File: config.mk
export PLATFORM = sky130hd
export DESIGN_NAME = fcpu_mmu
export DESIGN_NICKNAME = d
export VERILOG_FILES = /design/src/rtl/fcpu_mmu.sv
export SDC_FILE = /design/constraint.sdc
export NUM_CORES = 1
export LEC_CHECK = 0
export CORE_AREA = 2 2 215 217
export CTS_BUF_LIST = sky130_fd_sc_hd__clkbuf_8 sky130_fd_sc_hd__clkbuf_16
export DETAILED_ROUTE_END_ITERATION = 10
export DIE_AREA = 0 0 217 219
export PLACE_DENSITY = 0.47
export SLEW_MARGIN = 0
export SYNTH_ARGS = -nofsm -noshare
export SYNTH_HDL_FRONTEND = slang
export SYNTH_SLANG_ARGS = --single-unit
File: constraint.sdc
create_clock -name clk -period 5.3 [get_ports clk]
set_input_delay 1.06 -clock clk [delete_from_list [all_inputs] [get_ports clk]]
set_output_delay 1.06 -clock clk [all_outputs]
set_load 0.03 [all_outputs]
File: src/rtl/fcpu_mmu.sv
// fcpu memory management unit: serialises one load/store/IO op at a time onto the
// 128-bit MIG AXI4 port or the UART byte streams and returns results on a CDB port.
module fcpu_mmu #(
    parameter int                  DATA_W    = 32,
    parameter int                  RSV_ID_W  = 4,
    parameter int                  INSTR_W   = 6,
    parameter int                  CDB_W     = RSV_ID_W + DATA_W,
    parameter logic [INSTR_W-1:0]  OP_LOAD   = 6'd10,
    parameter logic [INSTR_W-1:0]  OP_STORE  = 6'd11,
    parameter logic [INSTR_W-1:0]  OP_INPUT  = 6'd12,
    parameter logic [INSTR_W-1:0]  OP_OUTPUT = 6'd13
) (
    input  logic                clk,
    input  logic                rst,
    input  logic [RSV_ID_W-1:0] rsv_id,
    input  logic                valid,
    output logic                ready,
    input  logic [DATA_W-1:0]   data,
    input  logic [DATA_W-1:0]   address,
    input  logic [INSTR_W-1:0]  opcode,
    output logic [CDB_W-1:0]    o_cdb,
    output logic                o_cdb_valid,
    input  logic                o_cdb_ready,
    output logic [7:0]          io_o_data,
    output logic                io_o_valid,
    input  logic                io_o_ready,
    input  logic [7:0]          io_i_data,
    input  logic                io_i_valid,
    output logic                io_i_ready,
    output logic [3:0]          s_axi_awid,
    output logic [27:0]         s_axi_awaddr,
    output logic [7:0]          s_axi_awlen,
    output logic [2:0]          s_axi_awsize,
    output logic [1:0]          s_axi_awburst,
    output logic                s_axi_awlock,
    output logic [3:0]          s_axi_awcache,
    output logic [2:0]          s_axi_awprot,
    output logic [3:0]          s_axi_awqos,
    output logic                s_axi_awvalid,
    input  logic                s_axi_awready,
    output logic [127:0]        s_axi_wdata,
    output logic [15:0]         s_axi_wstrb,
    output logic                s_axi_wlast,
    output logic                s_axi_wvalid,
    input  logic                s_axi_wready,
    input  logic [3:0]          s_axi_bid,
    input  logic [1:0]          s_axi_bresp,
    input  logic                s_axi_bvalid,
    output logic                s_axi_bready,
    output logic [3:0]          s_axi_arid,
    output logic [27:0]         s_axi_araddr,
    output logic [7:0]          s_axi_arlen,
    output logic [2:0]          s_axi_arsize,
    output logic [1:0]          s_axi_arburst,
    output logic                s_axi_arlock,
    output logic [3:0]          s_axi_arcache,
    output logic [2:0]          s_axi_arprot,
    output logic [3:0]          s_axi_arqos,
    output logic                s_axi_arvalid,
    input  logic                s_axi_arready,
    input  logic [3:0]          s_axi_rid,
    input  logic [127:0]        s_axi_rdata,
    input  logic [1:0]          s_axi_rresp,
    input  logic                s_axi_rlast,
    input  logic                s_axi_rvalid,
    output logic                s_axi_rready
);

    typedef enum logic [2:0] {
        S_IDLE, S_WR, S_WR_RESP, S_RD_ADDR, S_RD_DATA, S_IO_OUT, S_IO_IN, S_CDB
    } state_t;

    state_t              state_q, state_d;
    logic [RSV_ID_W-1:0] tag_q, tag_d;
    logic [DATA_W-1:0]   data_q, data_d;
    logic [DATA_W-1:0]   result_q, result_d;
    logic [25:0]         addr_q, addr_d;
    logic                aw_done_q, aw_done_d;
    logic                w_done_q, w_done_d;
    logic [1:0]          lane;

    assign lane = addr_q[1:0];

    always_ff @(posedge clk or posedge rst) begin
        if (rst) begin
            state_q   <= S_IDLE;
            tag_q     <= '0;
            data_q    <= '0;
            result_q  <= '0;
            addr_q    <= '0;
            aw_done_q <= 1'b0;
            w_done_q  <= 1'b0;
        end else begin
            state_q   <= state_d;
            tag_q     <= tag_d;
            data_q    <= data_d;
            result_q  <= result_d;
            addr_q    <= addr_d;
            aw_done_q <= aw_done_d;
            w_done_q  <= w_done_d;
        end
    end

    always_comb begin
        state_d   = state_q;
        tag_d     = tag_q;
        data_d    = data_q;
        result_d  = result_q;
        addr_d    = addr_q;
        aw_done_d = aw_done_q;
        w_done_d  = w_done_q;
        case (state_q)
            S_IDLE: begin
                if (valid) begin
                    tag_d     = rsv_id;
                    data_d    = data;
                    addr_d    = address[25:0];
                    aw_done_d = 1'b0;
                    w_done_d  = 1'b0;
                    if (opcode == OP_STORE)       state_d = S_WR;
                    else if (opcode == OP_LOAD)   state_d = S_RD_ADDR;
                    else if (opcode == OP_OUTPUT) state_d = S_IO_OUT;
                    else if (opcode == OP_INPUT)  state_d = S_IO_IN;
                end
            end
            S_WR: begin
                // AW and W complete independently; leave only when both have
                if (s_axi_awvalid && s_axi_awready) aw_done_d = 1'b1;
                if (s_axi_wvalid && s_axi_wready)   w_done_d  = 1'b1;
                if (aw_done_d && w_done_d)          state_d   = S_WR_RESP;
            end
            S_WR_RESP: if (s_axi_bvalid) state_d = S_IDLE;
            S_RD_ADDR: if (s_axi_arready) state_d = S_RD_DATA;
            S_RD_DATA: begin
                if (s_axi_rvalid) begin
                    result_d = s_axi_rdata[{lane, 5'b0} +: DATA_W];
                    state_d  = S_CDB;
                end
            end
            S_IO_OUT: if (io_o_ready) state_d = S_IDLE;
            S_IO_IN: begin
                if (io_i_valid) begin
                    result_d = {{(DATA_W-8){1'b0}}, io_i_data};
                    state_d  = S_CDB;
                end
            end
            S_CDB: if (o_cdb_ready) state_d = S_IDLE;
            default: state_d = S_IDLE;
        endcase
    end

    assign ready         = (state_q == S_IDLE);
    assign o_cdb         = {tag_q, result_q};
    assign o_cdb_valid   = (state_q == S_CDB);
    assign io_o_data     = data_q[7:0];
    assign io_o_valid    = (state_q == S_IO_OUT);
    assign io_i_ready    = (state_q == S_IO_IN);

    assign s_axi_awid    = '0;
    assign s_axi_awaddr  = {addr_q[25:2], 4'b0000};
    assign s_axi_awlen   = '0;
    assign s_axi_awsize  = 3'b100;
    assign s_axi_awburst = 2'b01;
    assign s_axi_awlock  = 1'b0;
    assign s_axi_awcache = '0;
    assign s_axi_awprot  = '0;
    assign s_axi_awqos   = '0;
    assign s_axi_awvalid = (state_q == S_WR) && !aw_done_q;
    assign s_axi_wdata   = {4{data_q}};
    assign s_axi_wstrb   = (state_q == S_WR) ? (16'h000F << {lane, 2'b00}) : '0;
    assign s_axi_wlast   = 1'b1;
    assign s_axi_wvalid  = (state_q == S_WR) && !w_done_q;
    assign s_axi_bready  = (state_q == S_WR_RESP);

    assign s_axi_arid    = '0;
    assign s_axi_araddr  = {addr_q[25:2], 4'b0000};
    assign s_axi_arlen   = '0;
    assign s_axi_arsize  = 3'b100;
    assign s_axi_arburst = 2'b01;
    assign s_axi_arlock  = 1'b0;
    assign s_axi_arcache = '0;
    assign s_axi_arprot  = '0;
    assign s_axi_arqos   = '0;
    assign s_axi_arvalid = (state_q == S_RD_ADDR);
    assign s_axi_rready  = (state_q == S_RD_DATA);

    // Responses carry no information this unit acts on
    logic unused_inputs;
    assign unused_inputs = ^{s_axi_bid, s_axi_bresp, s_axi_rid, s_axi_rresp, s_axi_rlast,
                             address[DATA_W-1:26]};

endmodule

=== Word level (Yosys, flattened, before mapping) ===
Index checks and enable logic that the tools add are counted.

* Register bits after elaboration: 99
* Input port bits: 234
* Output and inout bits: 312

* Equal/unequal tests: 20
* Shift-type cells: 2
* Multiplexer cells: 24
* Reductions and logical operators: 14

{| class="wikitable"
|+ Operators with widths
! operator !! count
|-
| 128-bit by 8-bit variable part select with 32-bit output || 1
|-
| 32-bit 2-to-1 mux || 2
|-
| 32-bit one-hot mux with 2 select lines || 1
|-
| 3-bit 2-to-1 mux || 12
|-
| 6-bit by 4-bit equality test with 1-bit output (second input constant) || 4
|-
| 3-bit one-hot mux with 8 select lines || 1
|-
| 16-bit 2-to-1 mux || 1
|-
| 4-bit by 4-bit << shifter with 16-bit output (first input constant) || 1
|-
| 3-bit equality test (second input constant) || 4
|-
| 2-bit != test (second input constant) || 5
|-
| 9-bit AND reduction || 1
|-
| 3-bit by 2-bit equality test with 1-bit output (second input constant) || 2
|-
| 2-bit by 1-bit != test with 1-bit output (second input constant) || 3
|-
| 1-bit logical AND || 5
|-
| 1-bit 2-to-1 mux || 5
|-
| 5-bit by 1-bit != test with 1-bit output (second input constant) || 1
|-
| 1-bit one-hot mux with 2 select lines || 2
|-
| 2-bit AND reduction || 2
|-
| 2-bit nonzero test || 2
|-
| 3-bit by 1-bit equality test with 1-bit output (second input constant) || 1
|-
| 3-bit logical NOT || 1
|-
| 3-bit AND reduction || 1
|-
| 1-bit logical NOT || 2
|}

=== Depth between registers and ports, before layout ===
* Depth in word-level cells: 8
* Gate-level depth with buffers: 7

=== Worst setup path after synthesis ===
No wires, ideal clock.

* Kind: flip-flop to output port
* From: reg addr_q[0]
* To: out s_axi_wstrb[1]
* Arrival: 1.918 ns
* Data required time: 4.240 ns
* Slack: 2.322 ns
* Cell stages (with the launch flop): 5
* Path buffers: 3
* Path through: dfrtp_1 buf_2 buf_2 nor3_1 buf_4

* Cells in the longest elaborated chain, start to end: 2

{| class="wikitable"
|+ RTL lines
! element !! line !! source
|-
| from (decl) || 77 || <nowiki>logic [25:0] addr_q, addr_d;</nowiki>
|-
| from (signal assigned) || 98 || <nowiki>addr_q <= addr_d;</nowiki>
|-
| 4-bit by 4-bit << shifter with 16-bit output || 170 || <nowiki>assign s_axi_wstrb = (state_q == S_WR) ? (16'h000F << {lane, 2'b00}) : '0;</nowiki>
|-
| 16-bit 2-to-1 mux || 170 ||
|-
| to (decl) || 42 || <nowiki>output logic [15:0] s_axi_wstrb,</nowiki>
|}

Every way passes these cells.

=== Worst setup path in the final report ===
* From: reg state_q[0]
* To: out s_axi_wstrb[10]

* Cells in the longest elaborated chain, start to end: 2

{| class="wikitable"
|+ RTL lines
! element !! line !! source
|-
| from (decl) || 73 || <nowiki>state_t state_q, state_d;</nowiki>
|-
| from (signal assigned) || 94 || <nowiki>state_q <= state_d;</nowiki>
|-
| 3-bit by 1-bit equality test with 1-bit output || 170 ||
|-
| 16-bit 2-to-1 mux || 170 ||
|}

Every way passes these cells.

==> results.sh <==
export IMPL_outcome="finished, final reports clean"
export IMPL_multi_input_area_mm2=0.00245
export IMPL_ys_warn_count=0
export IMPL_synth_compound_area_share=0.0507
export IMPL_ys_ff_latch=99
export IMPL_crit_fanout=16
export IMPL_core_area_mm2=0.0451
export IMPL_slew_violations=0
export IMPL_grt_overflow=0
export IMPL_io_pins=546
export IMPL_syn_area_per_cell_um2=11.9
export IMPL_path_clk_slew_ns=0.07
export IMPL_die_y_um=219
export IMPL_drc=0
export IMPL_io_buffers=459
export IMPL_clockRootBuffer="clkbuf_16"
export IMPL_end_kind="output pin"
export IMPL_route_antenna_remaining_nets=0
export IMPL_peakVddDrop_uv=287
export IMPL_antenna_cells=0
export IMPL_crit_family="simple AND/OR/NAND/NOR gates"
export IMPL_critPathSlowestCell="clkdlybuf4s50_1"
export IMPL_drive_gt1_frac=0.0815
export IMPL_antenna_found_initial=1
export IMPL_clock_sinks=99
export IMPL_p_total_mw=7.11
export IMPL_drt_pass1_iterations=4
export IMPL_track_usage=0.0899
export IMPL_grt_pass1_wl_um=31100
export IMPL_clk_latency_ns=0.37
export IMPL_hold_viol_final=0
export IMPL_hp_class="flip-flop to flip-flop"
export IMPL_fin_skew_ns=0.00859
export IMPL_synth_area_leaders="dfrtp_1 37%, buf_4 27%, mux4_2 11%, mux2_1 11%, a22o_1 3.3%"
export IMPL_mostFrequentLayoutCells="459 x clkdlybuf4s50_1, 97 x dfrtp_1, 67 x conb_1"
export IMPL_mostFrequentLayoutCell="clkdlybuf4s50_1"
export IMPL_max_cap_violations=0
export IMPL_yosys_area_share_simple=0.0426
export IMPL_synth_adder_area_share=0
export IMPL_drt_wl_total_um=22100
export IMPL_drt_vias_per_instance=3.33
export IMPL_die_area_mm2=0.0475
export IMPL_start_util=0.147
export IMPL_critPathRequiredTime_ns=4.24
export IMPL_cts_tree="done"
export IMPL_regArea_mm2=0.00248
export IMPL_crit_path_start_kind="flip-flop"
export IMPL_initialDrtViolationCount=132
export IMPL_synth_area_mm2=0.00661
export IMPL_synth_top_family_by_area="buffers and inverters"
export IMPL_grt_max_degree=45
export IMPL_row_count=78
export IMPL_setup_viol=0
export IMPL_yosys_area_top_type="dfrtp_1"
export IMPL_synth_top_area_share=0.375
export IMPL_syn2layout_area_growth_pct=60.3
export IMPL_fin_crit_ns=3.70
export IMPL_tightestPinTransition_ns=0.966
export IMPL_ctsHoldBuffers=0
export IMPL_max_stage_delay_ns=0.76
export IMPL_postCtsSetupBuffers=0
export IMPL_wl_per_cell_um=15.3
export IMPL_crit_buf_inv=1
export IMPL_cts_resized=0
export IMPL_nNetsFinal=1076
export IMPL_synth_distinct_cells=44
export IMPL_synth_xor_area_frac=0.00132
export IMPL_cts_made_buffers=9
export IMPL_fin_crit_sh=0.698
export IMPL_synth_mux_area_fraction=0.237
export IMPL_rsz0062_at_grt="false"
export IMPL_cts_buffer_depth=2
export IMPL_yosysSeqAreaShare=0.375
export IMPL_dp_hpwl_um=17900
export IMPL_grt_pass1_vias=4796
export IMPL_die_w_um=217
export IMPL_fmax_mhz=270
export IMPL_critPathKind="flip-flop to output pin"
export IMPL_gp_congestion=0.705
export IMPL_worstPathCellList="nor3b_2, nand2_1, nor2_1, clkdlybuf4s50_1"
export IMPL_fillers=4888
export IMPL_syn_inst=557
export IMPL_fin_tns_setup_ns=0
export IMPL_cts_htree_levels=3
export IMPL_powerDensity_mw_per_mm2=670
export IMPL_arrival_ns=2.64
export IMPL_leakagePower_nw=4.13
export IMPL_slew_headroom=0.356
export IMPL_num_vias=4824
[report_power, final]
part,switching (mW),internal [mW],leakage (nW)
registers,0.437,1.13,1.20
clock network,0.308,0.312,0.131
logic,2.74,2.18,2.80
[metrics by stage]
step                      instance area (um^2)  worst slack, ns  hold slack, ns   util  cells
final                                    10600             1.60           0.487  0.235   1447
after floorplan                           6860             1.65           0.483      -    622
after CTS                                10600             1.51           0.491  0.235   1447
after detailed placement                 10300             1.96           0.474  0.229   1431
after global placement                   10300             1.99           0.469  0.229   1431
after global routing                     10600             1.34           0.499  0.235   1447
[state kept, by name, indices dropped and copies added, names as in the netlist]
register / cells
w_done_q: 1
aw_done_q: 1
state_q: 3
result_q: 32
tag_q: 4
addr_q: 26
data_q: 32
[layer usage]
metal	up-vias	GRT usage	wire, um
met1	2341	0.106	8760
met5	-	0	13
met3	22	0.0359	1990
met4	2	0.0395	536
met2	263	0.144	10800
li1	2196	-	-
[synthesized netlist by cell type, drive strengths merged]
library cell  number
a22o              25
nor2              11
a211o              1
inv                2
nand3b             1
and4bb             1
o22ai              1
and2               2
nor4               1
nand3              1
buf              252
a21o               1
mux2i              9
nor2b              2
or2b               1
mux4              32
mux2              66
xor2               1
dfrtp             99
and3               2
nor3b              2
clkbuf             5
a21boi             1
conb               2
nand2b             2
o21ai             10
nand2             12
or4                1
nor3               3
a21oi              5
nand4b             1
or3b               1
and3b              1
[logic make-up (layout without fill, tap and decap cells)]
family | Yosys count | count (layout)
flip-flops | 99 | 99
multiplexers | 107 | 107
AO/OA/AOI/OAI | 44 | 44
buffers and inverters | 259 | 484
XOR/XNOR | 1 | 1
AND/OR/NAND/NOR | 45 | 45
other | 2 | 67
[final timing paths]
path / start / end / slack (ns) / depth (start not counted)
worst max-delay path: state_q[0]$_DFFE_PP0P_ / s_axi_wstrb[10] / 1.60 / 4
worst min-delay path: tag_q[2]$_DFFE_PP0P_ / tag_q[2]$_DFFE_PP0P_ / 0.49 / 1
worst max register to register: state_q[1]$_DFFE_PP0P_ / addr_q[11]$_DFFE_PP0P_ / 2.82 / 4
worst min register to register: tag_q[2]$_DFFE_PP0P_ / tag_q[2]$_DFFE_PP0P_ / 0.49 / 1
max in group asynchronous: rst / result_q[20]$_DFFE_PP0P_ / 3.30 / 3
min in group asynchronous: rst / addr_q[11]$_DFFE_PP0P_ / 1.03 / 2
[cell type report]
type / instances / share of cell area
clock buffer: 9 / 0.0212
inverter: 2 / 0.000944
clock inverter: 7 / 0.00366
sequential: 99 / 0.234
timing repair buffer: 466 / 0.438
tap: 600 / 0.0708
multi-input combinational: 264 / 0.231
Power figures use the tool's default switching activity.
